**src/rtl/vc_pop_scheduler.sv**
```systemverilog
// rtl/vc_pop_scheduler.sv - pops one nonempty source FIFO per cycle into a destination FIFO.
// Round-robin by default; define VC_POP_SCHEDULER_STRICT_PRIORITY_EN for fixed priority (source 0 highest).
module vc_pop_scheduler #(
  parameter int DATA_WIDTH = 6,
  parameter int RR_START   = 0
) (
  input  logic                  clk,
  input  logic                  reset,
  input  logic                  init,
  input  logic [3:0]            fifo_empty,
  input  logic [DATA_WIDTH-1:0] data_in_0,
  input  logic [DATA_WIDTH-1:0] data_in_1,
  input  logic [DATA_WIDTH-1:0] data_in_2,
  input  logic [DATA_WIDTH-1:0] data_in_3,
  input  logic                  out_almost_full,
  output logic [3:0]            pop,
  output logic                  push,
  output logic [DATA_WIDTH-1:0] data_out,
  output logic [2:0]            grant_idx,
  output logic                  idle,
  output logic [1:0]            state
);

  typedef enum logic [1:0] {
    ST_RESET  = 2'b00,
    ST_INIT   = 2'b01,
    ST_IDLE   = 2'b10,
    ST_ACTIVE = 2'b11
  } state_t;

  state_t                  state_q, state_d;
  logic                    push_q, push_d;
  logic [DATA_WIDTH-1:0]   data_out_q, data_out_d;
  logic [DATA_WIDTH-1:0]   din [4];
  logic                    pick_valid;
  logic [1:0]              pick_idx;
  logic                    pop_en;

  assign din[0] = data_in_0;
  assign din[1] = data_in_1;
  assign din[2] = data_in_2;
  assign din[3] = data_in_3;

`ifdef VC_POP_SCHEDULER_STRICT_PRIORITY_EN
  // Descending scan so the lowest nonempty index is the one left standing.
  always_comb begin
    pick_valid = 1'b0;
    pick_idx   = 2'd0;
    for (int k = 3; k >= 0; k--) begin
      if (!fifo_empty[k]) begin
        pick_valid = 1'b1;
        pick_idx   = 2'(k);
      end
    end
  end
`else
  logic [1:0] ptr_q, ptr_d;

  // Same scan, but offsets are relative to the pointer so wrap 3->0 is free.
  always_comb begin
    logic [1:0] idx;
    idx        = 2'd0;
    pick_valid = 1'b0;
    pick_idx   = 2'd0;
    for (int k = 3; k >= 0; k--) begin
      idx = ptr_q + 2'(k);
      if (!fifo_empty[idx]) begin
        pick_valid = 1'b1;
        pick_idx   = idx;
      end
    end
  end

  always_comb begin
    ptr_d = ptr_q;
    if (init || state_q == ST_INIT) begin
      ptr_d = 2'(RR_START);
    end else if (pop_en) begin
      ptr_d = pick_idx + 2'd1;
    end
  end

  always_ff @(posedge clk) begin
    if (reset) begin
      ptr_q <= 2'(RR_START);
    end else begin
      ptr_q <= ptr_d;
    end
  end
`endif

  // A pop in the init cycle would surface as a push during INIT, so init blocks it too.
  assign pop_en = (state_q == ST_ACTIVE) && !out_almost_full && !init && !reset && pick_valid;

  always_comb begin
    state_d = state_q;
    case (state_q)
      ST_RESET:  state_d = ST_INIT;
      ST_INIT:   state_d = ST_IDLE;
      ST_IDLE:   if (fifo_empty != 4'b1111) state_d = ST_ACTIVE;
      ST_ACTIVE: if (fifo_empty == 4'b1111 && !pop_en) state_d = ST_IDLE;
      default:   state_d = ST_RESET;
    endcase
    if (init) begin
      state_d = ST_INIT;
    end
  end

  always_comb begin
    push_d     = pop_en;
    data_out_d = pop_en ? din[pick_idx] : data_out_q;
  end

  always_ff @(posedge clk) begin
    if (reset) begin
      state_q    <= ST_RESET;
      push_q     <= 1'b0;
      data_out_q <= '0;
    end else begin
      state_q    <= state_d;
      push_q     <= push_d;
      data_out_q <= data_out_d;
    end
  end

  // Reset overrides outputs immediately, before the first edge has cleared the registers.
  always_comb begin
    pop       = pop_en ? (4'b0001 << pick_idx) : 4'b0000;
    grant_idx = pop_en ? {1'b0, pick_idx} : 3'b111;
    push      = push_q && !reset;
    data_out  = reset ? '0 : data_out_q;
    idle      = (state_q == ST_IDLE) && !reset;
    state     = reset ? ST_RESET : state_q;
  end

endmodule

```
**config.mk**
```make
export PLATFORM = sky130hd
export DESIGN_NAME = vc_pop_scheduler
export DESIGN_NICKNAME = d
export VERILOG_FILES = /design/src/rtl/vc_pop_scheduler.sv
export SDC_FILE = /design/constraint.sdc
export NUM_CORES = 1
export LEC_CHECK = 0
export ABC_AREA = 1
export BUFFER_PORTS_ARGS = -buffer_cell sky130_fd_sc_hd__buf_2
export CAP_MARGIN = 20
export CORE_UTILIZATION = 40
export DETAILED_ROUTE_END_ITERATION = 10
export PLACE_DENSITY = 0.75
export REMOVE_ABC_BUFFERS = 1
export SLEW_MARGIN = 40
export SYNTH_ARGS = -nofsm -noshare
export SYNTH_HDL_FRONTEND = slang
export SYNTH_SLANG_ARGS = --single-unit
```
**constraint.sdc**
```tcl
create_clock -name clk -period 1.9 [get_ports clk]
set_clock_uncertainty 0.05 [all_clocks]
set_input_delay 0.095 -clock clk [delete_from_list [all_inputs] [get_ports clk]]
set_output_delay 0.095 -clock clk [all_outputs]
set_load 0.01 [all_outputs]
```
## Yosys cells after proc, flatten, opt, wreduce, memory -nomap -nowiden

Cells that the tools add are included.

- Word-level logic and storage cells: 69
- Output and inout bits: 17
- Input bits: 32
- Flip-flop bits (word level): 11

- Add/sub/neg operators: 4
- Shift-type cells: 1
- $lt $le $gt $ge: 5
- Bitwise operators: 1
- Eq/ne operators: 9
- Reduce and logical (&&, ||, !) cells: 17
- Muxes and demuxes: 27

Operator list:

| operator | number |
|---|---|
| $mux W6 | 3 |
| $mux W2 | 7 |
| $bmux W6 S2 | 1 |
| $lt A2 B3 Y1 const B | 4 |
| $mux W1 | 9 |
| $bmux W1 S2 | 4 |
| $pmux W2 S4 | 1 |
| $logic_and A1 B1 Y1 | 7 |
| $add A2 B1 Y2 const B | 2 |
| $add A2 B2 Y2 const B | 2 |
| $eq A2 B2 Y1 const B | 2 |
| $eq A4 B4 Y1 const B | 1 |
| $logic_not A1 Y1 | 4 |
| $mux W4 | 1 |
| $ne A4 B4 Y1 const B | 1 |
| $reduce_and A2 Y1 | 2 |
| $reduce_or A2 Y1 | 2 |
| $shl A1 B2 Y4 const A | 1 |
| $ge A3 B3 Y1 const B | 1 |
| $mux W3 | 1 |
| $ne A3 B2 Y1 const B | 1 |
| $ne A3 B3 Y1 const B | 1 |
| $not A2 Y3 | 1 |
| $eq A2 B1 Y1 const B | 1 |
| other kinds (4) | 4 |

## Longest topological paths before layout

- Depth after elaboration: 13
- Gate-level depth with buffers: 15
- Mapped depth without buffers: 14

## Worst setup path after synthesis

OpenSTA, ideal clock, no wires.

- Path type: register -> register
- Start: reg ptr_q[1]
- End: reg ptr_q[1]
- Setup slack: 0.205 ns
- Buffers on the path: 1
- Cell stages (with the launch flop): 14
- Arrival time: 1.503 ns
- Cell sequence: dfxtp_1 inv_2 nand2_1 nand2_1 nand2_1 nand2_2 nand2_1 nand2_1 nand2_2 nand2_4 buf_6 ha_1 nor2_1 a211oi_1

- Cells in the longest elaborated chain, start to end: 8

Ends and longest elaborated chain:

| item | line | text |
|---|---|---|
| start, declared | 57 | `logic [1:0] ptr_q, ptr_d;` |
| start signal, assigned | 85 | `ptr_q <= 2'(RR_START);` |
| start signal, assigned | 87 | `ptr_q <= ptr_d;` |
| $add A2 B2 Y2 | 66 | `idx = ptr_q + 2'(k);` |
| $bmux W1 S2 | 67 | `if (!fifo_empty[idx]) begin` |
| $mux W1 (implied by the code) | 67 |  |
| $mux W2 or $mux W1 (tied branches) (4 in a row) | 67 |  |
| $add A2 B1 Y2 or $logic_and A1 B1 Y1 (tied branches) | 79, 93 |  |

Parallel ways exist; a longest one is shown, timed or not. The select of a mux whose other input is x is not followed.
A chain may end at the register's enable or synchronous reset.

## Worst setup path in the final report

- Start: reg ptr_q[0]
- End: out pop[3]

- Cells in the longest elaborated chain, start to end: 9

Ends and longest elaborated chain:

| item | line | text |
|---|---|---|
| $add A2 B2 Y2 | 66 |  |
| $bmux W1 S2 | 67 |  |
| $mux W1 (implied by the code) | 67 |  |
| $mux W2 or $mux W1 (tied branches) (4 in a row) | 67 |  |
| $shl A1 B2 Y4 or $logic_and A1 B1 Y1 (tied branches) | 128, 93 |  |
| $mux W4 * | 128 | `pop = pop_en ? (4'b0001 << pick_idx) : 4'b0000;` |
| end, declared | 16 | `output logic [3:0] pop,` |

Every way passes the cells marked *; elsewhere a longest branch is shown, timed or not. The select of a mux whose other input is x is not followed.

==> summary.md <==
| Metric | Value |
|---|---|
| Status | finished with violations |
| Failing checks | setup timing |
| CTS tree | built |
| DRC Markers | 0 |
| Die Wd | 55.3 µm |
| Total congestion overflow | 0 |
| I/O pins | 49 |
| Clock H-tree levels | 1 |
| MaxCap Viol Count | 0 |
| Crit path time final | 1.98 ns |
| Peak supply drop | 354 µV |
| Total Power | 0.565 mW |
| Share of cells above drive strength 1 | 0.416 |
| Vias post-DR | 1420 |
| TritonCTS Buffers | 3 |
| Worst path arrival time | 1.83 ns |
| Vias per inst | 4.78 |
| Clk sink count | 11 |
| Final Hold Viols | 0 |
| Crit end category | output pin |
| WL final | 3.24 mm |
| Gpl congestion | 0.850 |
| Synth cell types | 21 |
| Nets | 304 |
| Final period utilization | 1.04 |
| Synth Register Bits | 11 |
| Area leader, netlist | nand2_1 |
| Setup violators final | 6 |
| CP max-delay cell | dfxtp_4 |
| TritonRoute pass-1 iters | 4 |
| Setup ws final | -0.0797 ns |
| Cell with the most instances after synthesis | nand2_1 |
| Setup TNS | -0.242 ns |
| Post-synth EDFFs | 0 |
| Post-synth ARST share | 0 |
| Post-route ant nets | 0 |
| Syn Inst Count | 208 |
| Area growth, synth to finish | 50.5% |
| CP Data Required Time | 1.75 ns |
| Clock transition at path regs | 0.07 ns |
| Largest net degree at the start of global routing | 15 |
| Flop-to-flop setup slack | 0.11 ns |
| Final Max Tran Viols | 0 |
| Pleak | 1.03 nW |
| Critical Path Start Type | flop |
| DP Area | 0.00141 mm² |
| Core area | 0.00257 mm² |
| Initial antenna violation count | 0 |
| Top cells by instance count after synthesis | 60 x nand2_1, 49 x inv_1, 30 x nand3_1, 17 x nor2_1, 11 x dfxtp_1 |
| Worst-Margin Slew | 0.370 ns |
| First-pass GRT wire length | 5.21 mm |
| Post-synth top area share | 0.198 |
| CP max stage delay | 0.37 ns |
| Die Y | 55.3 µm |
| Initial core utilization | 0.442 |
| DR iter-0 viols | 58 |
| Wire length per cell | 10.9 µm |
| Die area | 0.00305 mm² |
| Worst-path cell chain | inv_4, nand2_1, nand2_4, nand2_2, nand2_2, nand2_1, nand2_1, nand2_2, nand2_8, ha_4, inv_2, nor2_2, buf_2 |
| Worst hold path class | in2reg |
| Hold_buf cts | 0 |
| DP Wirelength | 2.17 mm |
| RSZ-0062 raised after global routing | true |
| All-Layer GR Usage | 0.202 |
| IO buf count | 48 |
| Critical Path Fanout Max | 8 |
| Antenna diodes | 0 |
| Skew-Pair Late Insertion Delay | 0.27 ns |
| Fill cell total of the finished layout | 225 |
| Utilization after layout | 0.665 |
| Worst slew margin | 0.753 |
| Rows | 18 |
| Top FF cell, synth | dfxtp_1 |
| Max clock buf depth | 2 |
| Clk Tree Root Cell | clkbuf_4 |
| Finished Cell Area | 0.00171 mm² |
| Pwr dens | 331 mW/mm² |
| Yosys warns | 0 |
| Top cells by area, synth | nand2_1 20%, dfxtp_1 19%, inv_1 16% |
| Vias in the first global route | 1232 |
| Syn Area/Cell | 5.46 µm² |
| Cell Area, Synth | 0.00113 mm² |
| Seq/Total Area, Yosys | 0.194 |
| Fmax | 0.505 GHz |
| Setup Crit Path Kind | reg2out |
## where the power goes
part	total (mW)	switching [mW]	internal, mW
clock network	0.159	0.0778	0.0813
logic	0.172	0.0969	0.0754
registers	0.234	0.00277	0.231
total	0.565	0.177	0.388
## path summary, 6_finish.rpt
| kind | start | end | cells after the start |
|---|---|---|---|
| worst max-delay path | ptr_q[0] | pop[3] | 13 |
| worst min-delay path | init | state_q[0] | 3 |
| worst max register to register | ptr_q[0] | data_out_q[5] | 15 |
| worst min register to register | state_q[1] | state_q[1] | 1 |
## stage by stage
step / setup WS [ns] / hold WS, ns / std cells
after global placement: 0.129 / 0.304 / 285
final: -0.0797 / 0.0207 / 297
after CTS: 0.00463 / 0.0175 / 294
after global routing: -0.190 / 0.0285 / 297
after detailed placement: 0.136 / 0.309 / 285
after floorplan: -0.0675 / 0.114 / 202
## cells by family (layout without fill, tap and decap cells)
family | Yosys count | in the layout | share of synthesized area
AO/OA/AOI/OAI | 8 | 8 | 0.0397
adder cells (fa/ha/maj) | 4 | 4 | 0.0441
buffers and inverters | 58 | 117 | 0.212
flip-flops | 11 | 11 | 0.194
multiplexers | 1 | 1 | 0.00882
AND/OR/NAND/NOR | 126 | 126 | 0.502
## flip-flops by register name, summed over array words and instances, names as in the netlist
| register | flops |
|---|---|
| push_q | 1 |
| ptr_q | 2 |
| state_q | 2 |
| data_out_q | 6 |
## worst max-delay path, delay by kind of cell (launching register included)
family	cells	cell delay, ns
adder cells (fa/ha/maj)	1	0.14
buffers and inverters	3	0.26
flip-flops	1	0.37
AND/OR/NAND/NOR	9	0.80
## cell type report
type,instances,area (µm²),share of cell area
clock buffer,4,26.3,0.0154
tap,30,37.5,0.0220
multi-input combinational,139,848,0.497
sequential,11,228,0.133
timing repair buffer,61,355,0.208
inverter,52,213,0.125
## repair_timing
item                                    CTS  global route
pin swaps                                 3            22
endpoints found under the setup margin    5            12
resized for setup                        16            48
cloned                                    1             0
buffers inserted                          4             5
## placed cells by master (no fill, tap or decap), drive strengths merged
master,netlist,layout
a21oi,4,4
clkbuf,2,4
nand4,2,2
buf,4,61
dfxtp,11,11
o21ai,2,2
a211oi,1,1
mux2i,1,1
nand3,30,30
inv,52,52
nand2,69,69
o21a,1,1
ha,4,4
nand3b,6,6
nor3,1,1
nor2,18,18
## layer usage
layer	share of wire	vias to the layer above	global-route usage
met5	0	-	0
met4	0.020	0	0.0786
met3	0.054	9	0.0141
met2	0.47	52	0.320
met1	0.46	613	0.284
li1	-	746	-
Note: power is estimated with default switching activity, not from simulation.
